[src/rtl/ika9958_clkgen.sv]
// Clock-enable generator: NCH divided clocks from the master crystal clock, each with
// its own period and high time, optionally phase-locked to an external sync input.
module ika9958_clkgen #(
   parameter int NCH         = 3,
   parameter int CW          = 4,
   parameter int SYNC_STAGES = 2
) (
   input  logic              i_XTAL1,
   input  logic              i_RST,
   input  logic              i_XTAL_CEN,
   input  logic [NCH*CW-1:0] i_DIV,
   input  logic [NCH*CW-1:0] i_HIGH,
   input  logic [NCH-1:0]    i_SYNCEN,
   input  logic              i_SYNC_n,
   output logic [NCH-1:0]    o_CLK,
   output logic [NCH-1:0]    o_PCEN,
   output logic [NCH-1:0]    o_NCEN,
   output logic              o_SYNCED
);

   logic [NCH-1:0][CW-1:0] cnt, div_s, high_s;
   logic [NCH-1:0][CW-1:0] cnt_nx, div_nx, high_nx;
   logic [NCH-1:0]         clk_nx;
   logic                   load_pend;
   logic                   sync_pend, sync_pend_nx;
   logic [SYNC_STAGES-1:0] sync_chain;
   logic                   sync_prev;
   logic                   sync_fall;

   // Synchroniser runs on every master edge so a sync fall is never missed while gated.
   always_ff @(posedge i_XTAL1 or posedge i_RST) begin
      if (i_RST) begin
         sync_chain <= '1;
         sync_prev  <= 1'b1;
      end else begin
         sync_chain <= {sync_chain[SYNC_STAGES-2:0], i_SYNC_n};
         sync_prev  <= sync_chain[SYNC_STAGES-1];
      end
   end

   assign sync_fall    = sync_prev & ~sync_chain[SYNC_STAGES-1];
   assign sync_pend_nx = sync_fall | (sync_pend & ~i_XTAL_CEN);

   // A boundary (first cycle after reset, applied sync, or wrap) reloads the shadows.
   always_comb begin
      cnt_nx  = cnt;
      div_nx  = div_s;
      high_nx = high_s;
      clk_nx  = o_CLK;
      for (int k = 0; k < NCH; k++) begin
         if (i_XTAL_CEN) begin
            if (load_pend || (sync_pend && i_SYNCEN[k]) || (cnt[k] == div_s[k])) begin
               cnt_nx[k]  = '0;
               div_nx[k]  = i_DIV[k*CW +: CW];
               high_nx[k] = i_HIGH[k*CW +: CW];
            end else begin
               cnt_nx[k] = cnt[k] + CW'(1);
            end
            clk_nx[k] = (cnt_nx[k] < high_nx[k]);
         end
      end
   end

   // Edge enables are gated by reset so they drop the moment reset is asserted.
   assign o_PCEN = {NCH{i_XTAL_CEN & ~i_RST}} & ~o_CLK &  clk_nx;
   assign o_NCEN = {NCH{i_XTAL_CEN & ~i_RST}} &  o_CLK & ~clk_nx;

   always_ff @(posedge i_XTAL1 or posedge i_RST) begin
      if (i_RST) begin
         cnt       <= '0;
         div_s     <= '0;
         high_s    <= '0;
         o_CLK     <= '0;
         load_pend <= 1'b1;
         sync_pend <= 1'b0;
         o_SYNCED  <= 1'b0;
      end else begin
         cnt       <= cnt_nx;
         div_s     <= div_nx;
         high_s    <= high_nx;
         o_CLK     <= clk_nx;
         sync_pend <= sync_pend_nx;
         o_SYNCED  <= i_XTAL_CEN & sync_pend;
         if (i_XTAL_CEN)
            load_pend <= 1'b0;
      end
   end

endmodule

[config.mk]
export PLATFORM = sky130hd
export DESIGN_NAME = ika9958_clkgen
export DESIGN_NICKNAME = d
export VERILOG_FILES = /design/src/rtl/ika9958_clkgen.sv
export SDC_FILE = /design/constraint.sdc
export NUM_CORES = 1
export LEC_CHECK = 0
export ABC_AREA = 1
export BUFFER_PORTS_ARGS = -buffer_cell sky130_fd_sc_hd__buf_4
export CAP_MARGIN = 5
export CORE_MARGIN = 2
export CORE_UTILIZATION = 55
export DETAILED_ROUTE_END_ITERATION = 16
export HOLD_SLACK_MARGIN = 0.05
export MAX_ROUTING_LAYER = met4
export PLACE_DENSITY = 0.87
export REMOVE_ABC_BUFFERS = 1
export SYNTH_ARGS = -nofsm -noshare
export SYNTH_HDL_FRONTEND = slang
export SYNTH_SLANG_ARGS = --single-unit
[constraint.sdc]
create_clock -name i_XTAL1 -period 2.46 [get_ports i_XTAL1]
set_clock_uncertainty 0.05 [all_clocks]
set_input_delay 0.123 -clock i_XTAL1 [delete_from_list [all_inputs] [get_ports i_XTAL1]]
set_output_delay 0.123 -clock i_XTAL1 [all_outputs]
set_load 0.02 [all_outputs]
==> results.ini, run 1 <==
[critical_path]
timing.rr.start = sync_pend$_DFF_PP0_
worstPathRequired_ns = 2.29
r2r_end = o_CLK[1]$_DFF_PP0_
critPathCaptureType = output pin
start_kind = register
reg2reg_slack_ns = 0.44
crit_path_max_fanout = 5
cp.arrival_ns = 2.37
critPathKind = reg -> out
r2r_cells = 9

[route]
wl_per_cell_um = 15.8
vias = 2548
drc_errors = 0
drtPass1Iterations = 5
dr.first_iter.drc_count = 234
ant_nets = 0
routed_via_density = 5.34
routed_wl_um = 7530

[global_route]
grt-ovfl-total = 0
antenna_found_initial = 0
first_global_vias = 2352
grt_pass1_wl_um = 10400
track_usage = 0.263
grt_max_degree = 39

[layout]
n_fill_cell = 259
seq_area_um2 = 1140
drive_gt1_frac = 0.407
antenna_cells = 0
final_nets = 467
area_growth_pct = 39.4
multi_input_area_um2 = 1370

[clock_tree]
clk_path_buf_depth = 2
cts_buffers = 5
clock_latency_ns = 0.32
htreeDepth = 2
root_buffer = clkbuf_8
cts_tree = built
clkSinkCount = 45
cts.reportedPaths.clkPinSlew_ns = 0.10

[timing]
maxSlewViolCount = 0
rsz0062_at_grt = true
hold_viol = 0
whs_ns = 0.0608
layout_worst_path_cycle_share = 1.03
fmax_mhz = 394
setup_slack_ns = -0.0789
tns_ns = -0.143
slew_headroom = 0.597
setup_violations = 3
finalCriticalPeriod_ns = 2.54
worst_pin_slew_ns = 0.602

[floorplanning]
fp-row-count = 24
die_y_um = 72.6
chipWidth_um = 72.6
ios = 41
die-area_um2 = 5270
start_util = 0.582
coreArea_um2 = 4440

[place]
dpl.hpwl_um = 3890
place.gp.congestion = 0.854
io_buffers = 40

[power_and_ir_drop]
p_leak_nw = 1.85
irDropWorstVdd_uv = 816
power.density_nw_per_um2 = 1260

[outcome]
status = finished, violations left
violations = negative setup slack

[hold_path]
hp-start = i_HIGH[6]
hold_class = in -> reg
hold_end = high_s[6]$_DFFE_PP0P_
hold_depth = 3

[logic_synthesis]
synth_cells = 337
ys_warn_count = 0
yosysSeqAreaShare = 0.437
postSynthAreaPerCell_um2 = 7.68
yosysUniqueCellTypes = 21
ys_ff_latch = 45
syn-cell-area_um2 = 2590

[flow_run]
drv_cap = 0

-- per-stage QoR --
stage                     instance area [µm²]  worst slack [ns]  cells  utilization  power [mW]
after global routing                     3610            -0.190    477        0.811        4.86
after detailed placement                 2920             0.179    424        0.656        3.08
after global placement                   2920             0.274    424        0.656        2.99
after floorplan                          2540             0.418    331            -        2.65
final                                    3610           -0.0789    477        0.811        4.54
after CTS                                3290            0.0113    454        0.741        3.80
-- sequential cells by signal, indices dropped and copies added (netlist names) --
signal	count
cnt	12
div_s	12
high_s	12
o_CLK	3
sync_chain	2
load_pend	1
o_SYNCED	1
sync_pend	1
sync_prev	1
-- layout by cell type, fill, tap and decap left out, types with 7 or more instances in the layout --
cell type,count
a21oi_2,8
buf_4,60
dfrtp_1,37
dlygate4sd3_1,20
ha_1,10
inv_1,39
inv_2,17
nand2_1,87
nand2_2,36
nor2_2,7
o21ai_0,36
-- metal layers --
| metal | track usage | wire, µm | up-vias | share of wire |
|---|---|---|---|---|
| met1 | 0.309 | 2940 | 1186 | 0.39 |
| met3 | 0.0580 | 458 | 27 | 0.061 |
| met2 | 0.447 | 3920 | 119 | 0.52 |
| met5 | - | 0 | - | 0 |
| met4 | 0.0905 | 213 | 0 | 0.028 |
| li1 | - | - | 1216 | - |
-- worst max-delay path by stage --
| stage | end | depth (start not counted) | from | slack, ns |
|---|---|---|---|---|
| after floorplan | o_PCEN[2] | 12 | cnt[8]$_DFFE_PP0P_ | 0.42 |
| after global placement | o_PCEN[2] | 12 | cnt[9]$_DFFE_PP0P_ | 0.27 |
| after detailed placement | o_PCEN[0] | 13 | cnt[0]$_DFFE_PP0P_ | 0.18 |
| after CTS | o_PCEN[2] | 13 | cnt[9]$_DFFE_PP0P_ | 0.01 |
| after global routing | o_PCEN[2] | 13 | cnt[10]$_DFFE_PP0P_ | -0.19 |
| final | o_PCEN[2] | 11 | cnt[8]$_DFFE_PP0P_ | -0.08 |
-- synth_stat cells --
master	count	area (µm²)
or2_2	3	18.8
nand2_4	1	11.3
buf_1	1	3.75
ha_1	12	150
clkbuf_1	2	7.51
nand2_2	28	175
o21ai_0	43	215
nand2_1	99	372
nor2_2	9	56.3
xor2_1	3	26.3
nand3_2	3	30.0
a21oi_1	9	45.0
dfrtp_1	41	1030
inv_2	14	52.6
buf_6	3	33.8
nand4_1	3	18.8
dfstp_2	4	105
a211oi_1	3	22.5
nand3_1	6	30.0
inv_1	42	158
nor2_1	8	30.0
-- worst max-delay path, cell delays in order (launching register included) --
cell	delay, ns
dfrtp_2	0.46
buf_4	0.15
ha_1	0.21
or2_4	0.26
a21oi_2	0.20
ha_1	0.26
nand2_1	0.06
inv_1	0.04
nand2_2	0.08
nand2_2	0.07
nor2_2	0.13
buf_6	0.12
-- power breakdown --
group,switching [mW],internal [mW]
Combinational,1.50,1.11
Clock,0.282,0.331
Sequential,0.269,1.04
-- area by class of cell --
class	count	area share
Inverter	56	0.0583
Tap cell	52	0.0180
Timing Repair Buffer	85	0.196
Clock buffer	6	0.0229
Clock inverter	2	0.0104
Multi-Input combinational cell	231	0.379
Sequential cell	45	0.315
-- kinds of logic after synthesis --
kind of cell | count (synthesis) | synth area share
xor gates and xnor gates | 3 | 0.0102
adders and majority gates | 12 | 0.0580
and+or+nand+nor | 160 | 0.287
buffers and inverters | 62 | 0.0986
DFF | 45 | 0.437
AOI/OAI and AO/OA | 55 | 0.109
-- repair_timing --
item,CTS,global route
pin swaps,5,28
gates resized for setup,10,51
endpoints found under the setup margin,6,6
hold buffers,20,0
setup buffers,2,22
hold endpoints to repair,26,0
gates cloned,0,1
Note: power is estimated with default switching activity, not from simulation.
==> run 2: changes to the inputs <==
SETUP_SLACK_MARGIN = 0.2   (was default)
==> run 2 against run 1 <==
Net effect: the flow still finishes with violations (negative setup slack); worst setup slack worse by 0.094 ns; cell count is 0.84% higher; non-clock buffer count is 2 higher; register-to-register slack worse by 0.21 ns; via count is 3.0% higher; global-route usage is 1.9 points higher; maximum frequency is 3.6% lower; critical path depth stayed put.
==> results.ini, run 2 (synthesis gave the netlist of run 1 again) <==
[global_route]
grt-ovfl-total = 0  ; unchanged
antenna_found_initial = 0  ; unchanged
grtUsageMet2 = 0.471  ; was 0.447
first_global_vias = 2479  ; was 2,352
gr-usage-met3 = 0.0566  ; was 0.0580
grtUsageMet1 = 0.341  ; was 0.309
grt_max_degree = 39  ; unchanged
grt_pass1_wl_um = 11100  ; was 10,400 µm
track_usage = 0.283  ; was 0.263
busiest_layer = met2  ; unchanged

[route]
drtPass1Iterations = 5  ; unchanged
routed_wl_um = 7410  ; was 7530 µm
drc_errors = 0  ; unchanged
wl_per_cell_um = 15.4  ; was 15.8 µm
dr.first_iter.drc_count = 273  ; was 234
routed_via_density = 5.46  ; was 5.34
ant_nets = 0  ; unchanged
vias = 2625  ; was 2,548

[place]
place.gp.congestion = 0.854  ; unchanged
io_buffers = 40  ; unchanged
placed_area_um2 = 2920  ; unchanged
post-place-cells = 424  ; unchanged
dpl.hpwl_um = 3890  ; unchanged
place_ws_ns = 0.179  ; unchanged

[clock_tree]
clkSinkCount = 45  ; unchanged
clk_path_buf_depth = 2  ; unchanged
htreeDepth = 2  ; unchanged
cts.reportedPaths.clkPinSlew_ns = 0.09  ; was 0.10 ns
root_buffer = clkbuf_8  ; unchanged
cts_tree = built  ; unchanged
cts_buffers = 5  ; unchanged
clock_latency_ns = 0.32  ; about the same

[power_and_ir_drop]
irDropWorstVdd_uv = 752  ; was 816 µV
power.density_nw_per_um2 = 1240  ; was 1260 nW/µm²
p_leak_nw = 1.86  ; was 1.85 nW
p_total_mw = 4.46  ; was 4.54 mW

[hold_path]
hold_class = in -> reg  ; unchanged

[floorplanning]
fp-row-count = 24  ; unchanged
coreArea_um2 = 4440  ; unchanged
ios = 41  ; unchanged
start_util = 0.582  ; unchanged
chipWidth_um = 72.6  ; unchanged
die-area_um2 = 5270  ; unchanged
die_y_um = 72.6  ; unchanged

[critical_path]
start_kind = register  ; unchanged
crit_chain = a21oi_4, nand2_4, buf_4, a21oi_2, ha_2, nand2_1, inv_1, nand2_2, nand2_2, nor2_4, buf_6  ; was buf_4, ha_1, or2_4, a21oi_2, ha_1, nand2_1, inv_1, nand2_2, nand2_2, nor2_2, buf_6
worstPathRequired_ns = 2.29  ; about the same
critical_path.top_delay_family = simple AND/OR/NAND/NOR gates  ; unchanged
cp_common_cell = nand2_2
crit_path_max_fanout = 6  ; was 5
cp.arrival_ns = 2.46  ; was 2.37 ns
critPathCaptureType = output pin  ; unchanged
critPathKind = reg -> out  ; unchanged
slowest_stage = dfrtp_1  ; was dfrtp_2
crit_buf_inv = 3  ; unchanged
max_stage_delay_ns = 0.51  ; was 0.46 ns

[layout]
layout_common_cells = nand2_1, buf_4, inv_1  ; unchanged
antenna_cells = 0  ; unchanged
final_util = 0.811  ; about the same
final_common_cell = nand2_1  ; unchanged
area_growth_pct = 39.3  ; was 39.4%
final_nets = 471  ; was 467
reg_top3 = cnt: 12 flops, div_s: 12 flops, high_s: 12 flops  ; unchanged
instances_no_fill = 481  ; was 477
final_area_um2 = 3600  ; was 3610 µm²
drive_gt1_frac = 0.387  ; was 0.407
n_fill_cell = 272  ; was 259

[timing]
slew_headroom = 0.559  ; was 0.597
whs_ns = 0.0566  ; was 0.0608 ns
setup_slack_ns = -0.172  ; was -0.0789 ns
tns_ns = -0.522  ; was -0.143 ns
layout_worst_path_cycle_share = 1.07  ; was 1.03
maxSlewViolCount = 0  ; unchanged
worst_pin_slew_ns = 0.659  ; was 0.602 ns
fmax_mhz = 380  ; was 394 MHz
setup_violations = 6  ; was 3
rsz0062_at_grt = true  ; unchanged
hold_viol = 0  ; unchanged
finalCriticalPeriod_ns = 2.63  ; was 2.54 ns

[outcome]
violations = negative setup slack  ; unchanged
status = finished, violations left  ; unchanged

[flow_run]
drv_cap = 0  ; unchanged

## run 2: cell count changes in the layout (fill, tap and decap cells not counted), sizes merged
cell,delta
buf,+2
nand2,+2
## run 2: power breakdown
group / leakage, nW / switching (mW) / internal (mW)
Sequential: 0.553 / 0.259 / 1.04
Combinational: 1.25 / 1.46 / 1.09
Clock: 0.0574 / 0.281 / 0.331
Total: 1.86 / 2.00 / 2.46
## run 2: path summary, 6_finish.rpt
kind                                    startpoint                 endpoint  slack [ns]  cells past startpoint
setup / recovery               sync_pend$_DFF_PP0_                o_PCEN[0]       -0.17                     11
min in group asynchronous                    i_RST     div_s[2]$_DFFE_PP0P_        0.26                      3
hold / removal                           i_HIGH[6]    high_s[6]$_DFFE_PP0P_        0.06                      3
max in group asynchronous                    i_RST      sync_prev$_DFF_PP1_        1.29                      4
hold reg to reg            sync_chain[0]$_DFF_PP1_  sync_chain[1]$_DFF_PP1_        0.32                      0
setup reg to reg               sync_pend$_DFF_PP0_       o_CLK[1]$_DFF_PP0_        0.23                     10
## run 2: area by class of cell
cell class                      count  area, µm²  share of cell area
Tap cell                           52       65.1              0.0180
Clock buffer                        6       82.6              0.0229
Clock inverter                      2       37.5              0.0104
Multi-Input combinational cell    233       1360               0.378
Timing Repair Buffer               87        714               0.198
Inverter                           56        210              0.0583
Sequential cell                    45       1130               0.314
## run 2: worst reg2reg max path, stage by stage, from the launching register on
cell and delay, ns:
dfrtp_1 0.51, a21oi_2 0.36, nand2_4 0.12, nand2_1 0.07
o21ai_1 0.06, ha_1 0.31, a211oi_2 0.27, nand2_2 0.12
buf_4 0.15, buf_4 0.12, nand2_1 0.05
## run 2: timing repair
action / 4_1_cts / 5_1_grt
hold buffers: 20 / 0
buffers inserted: 16 / 10
pin swaps: 16 / 16
setup endpoints to repair: 6 / 6
gates cloned: 3 / 0
resized for setup: 19 / 26
endpoints found under the hold margin: 26 / 0
## run 2: routing by layer
metal,vias to the layer above,share of wire
met4,0,0.028
li1,1230,-
met3,29,0.066
met5,-,0
met2,130,0.51
met1,1236,0.39
==> run 3: changes to the inputs <==
clock period = 2.9 ns   (was 2.46 ns; I/O delays follow)
==> run 3 against run 2 <==
Net effect: global-route usage down 4.0 points; utilization is 8.4 points lower; power fell by 28%; the flow now finishes without violations; critical endpoint unchanged; register-to-register slack improved by 0.61 ns; count of clock-buffer cells in the layout unchanged; clock power down 17%; critical path type unchanged; die area stayed put; cell area is 10% lower.
==> results.ini, run 3 (synthesis gave the netlist of run 1 again) <==
[global_route]
track_usage = 0.242  ; was 0.283
grt_max_degree = 39  ; unchanged
grt_pass1_wl_um = 9700  ; was 11,100 µm
grt-ovfl-total = 0  ; unchanged
first_global_vias = 2323  ; was 2,479
antenna_found_initial = 0  ; unchanged

[critical_path]
r2r_end = o_CLK[0]$_DFF_PP0_  ; was o_CLK[1]$_DFF_PP0_
crit_path_max_fanout = 11  ; was 6
timing.rr.start = sync_pend$_DFF_PP0_  ; unchanged
worstPathRequired_ns = 2.71  ; was 2.29 ns
r2r_cells = 7  ; was 10
reg2reg_slack_ns = 0.84  ; was 0.23 ns
cp.arrival_ns = 2.46  ; about the same
critPathCaptureType = output pin  ; unchanged
critPathKind = reg -> out  ; unchanged
start_kind = register  ; unchanged

[route]
vias = 2332  ; was 2,625
routed_via_density = 5.19  ; was 5.46
wl_per_cell_um = 12.8  ; was 15.4 µm
dr.first_iter.drc_count = 197  ; was 273
routed_wl_um = 5760  ; was 7410 µm
drc_errors = 0  ; unchanged
drtPass1Iterations = 4  ; was 5
ant_nets = 0  ; unchanged

[timing]
layout_worst_path_cycle_share = 0.914
hold_viol = 0  ; unchanged
setup_violations = 0  ; was 6
tns_ns = 0  ; was -0.522 ns
maxSlewViolCount = 0  ; unchanged
finalCriticalPeriod_ns = 2.65
rsz0062_at_grt = true  ; unchanged
worst_pin_slew_ns = 0.601  ; was 0.659 ns
fmax_mhz = 377
slew_headroom = 0.598  ; was 0.559

[layout]
seq_area_um2 = 1130  ; unchanged
final_common_cell = nand2_1  ; unchanged
layout_common_cells = nand2_1, o21ai_0, inv_1  ; was nand2_1, buf_4, inv_1
drive_gt1_frac = 0.292  ; was 0.387
final_util = 0.727  ; was 0.811
reg_top3 = cnt: 12 flops, div_s: 12 flops, high_s: 12 flops  ; unchanged
area_growth_pct = 25.0  ; was 39.3%
multi_input_area_um2 = 1230  ; was 1360 µm²
antenna_cells = 0  ; unchanged
final_nets = 439  ; was 471
n_fill_cell = 354  ; was 272

[power_and_ir_drop]
power_frac_clock = 0.158  ; was 0.137
p_leak_nw = 1.69  ; was 1.86 nW
intPower_mw = 1.79  ; was 2.46 mW
combPwrFrac = 0.504  ; was 0.572
irDropWorstVdd_uv = 597  ; was 752 µV
power.switching_mw = 1.41  ; was 2.00 mW
swShare = 0.441  ; was 0.448
seq_power_share = 0.338  ; was 0.291
power.density_nw_per_um2 = 990  ; was 1240 nW/µm²

[place]
place.gp.congestion = 0.856  ; was 0.854
io_buffers = 40  ; unchanged
dpl.hpwl_um = 4020  ; was 3890 µm

[floorplanning]
chipWidth_um = 72.6  ; unchanged
start_util = 0.582  ; unchanged
die_y_um = 72.6  ; unchanged
coreArea_um2 = 4440  ; unchanged
fp-row-count = 24  ; unchanged
die-area_um2 = 5270  ; unchanged
ios = 41  ; unchanged

[hold_path]
hp-start = i_HIGH[7]  ; was i_HIGH[6]
hold_class = in -> reg  ; unchanged
hold_depth = 3  ; unchanged
hold_end = high_s[7]$_DFFE_PP0P_  ; was high_s[6]$_DFFE_PP0P_

[clock_tree]
clkSinkCount = 45  ; unchanged
post_cts_buffers = 0  ; was 16
htreeDepth = 2  ; unchanged
cts.reportedPaths.clkPinSlew_ns = 0.09  ; about the same
cts_buffers = 5  ; unchanged
clk_path_buf_depth = 2  ; unchanged
cts_tree = built  ; unchanged
clock_latency_ns = 0.30  ; was 0.32 ns
root_buffer = clkbuf_8  ; unchanged

[outcome]
status = finished clean  ; was finished, violations left

[flow_run]
drv_cap = 0  ; unchanged

-- run 3: cell count changes in the layout (fill, tap and decap cells not counted), sizes merged --
cell         delta
buf            -26
dlygate4sd3     -3
nand2           -3
-- run 3: worst max-delay path: stages, from the launching register on --
cell and delay, ns:
dfrtp_1 0.42, a21oi_1 0.34, nand2_4 0.16, nor2_1 0.23, ha_1 0.30, a211oi_2 0.32
nand2_2 0.11, nor2_2 0.12, buf_4 0.16
-- run 3: area by class of cell --
cell class              instances  area share
flip-flops and latches         45       0.351
multi-input cells             230       0.379
clock buffers                   6      0.0255
inverters                      56      0.0650
well taps                      52      0.0201
repair buffers                 58       0.148
clock inverters                 2      0.0116
-- run 3: per-stage QoR --
stage	setup slack (ns)	hold slack, ns	power, mW	cells	instance area (µm²)
after floorplan	0.836	0.0995	2.25	331	2540
after global placement	0.694	0.0642	2.53	424	2920
after detailed placement	0.609	0.0719	2.62	424	2920
after CTS	0.267	0.0755	3.16	449	3210
after global routing	0.105	0.0827	3.50	449	3230
final	0.248	0.0823	3.20	449	3230
-- run 3: power groups by stage --
stage	registers (mW)	logic, mW	clock network [mW]
final	1.08	1.62	0.505
after global routing	1.11	1.85	0.542
after CTS	1.08	1.58	0.511
after detailed placement	1.09	1.54	0
after global placement	1.07	1.46	0
after floorplan	1.06	1.19	0
-- run 3: timing repair --
action / in CTS / in global routing
endpoints found under the setup margin: 0 / 6
endpoints found under the hold margin: 23 / 0
hold buffers: 17 / 0
gates resized for setup: 0 / 7
-- run 3: routing by layer --
metal / up-vias / part of all wire / GRT usage
met5: - / 0 / -
met4: 0 / 0.019 / 0.0905
met3: 13 / 0.054 / 0.0497
met2: 77 / 0.50 / 0.411
met1: 1078 / 0.42 / 0.284
li1: 1164 / - / -
-- run 3: how the worst max path moves through the flow --
stage	to	depth (start not counted)	startpoint	slack (ns)
after floorplan	o_PCEN[2]	12	cnt[8]$_DFFE_PP0P_	0.84
after global placement	o_PCEN[2]	12	cnt[9]$_DFFE_PP0P_	0.69
after detailed placement	o_PCEN[2]	12	cnt[8]$_DFFE_PP0P_	0.61
after CTS	o_PCEN[2]	12	cnt[8]$_DFFE_PP0P_	0.27
after global routing	o_PCEN[0]	13	cnt[1]$_DFFE_PP0P_	0.10
final	o_PCEN[0]	8	sync_pend$_DFF_PP0_	0.25
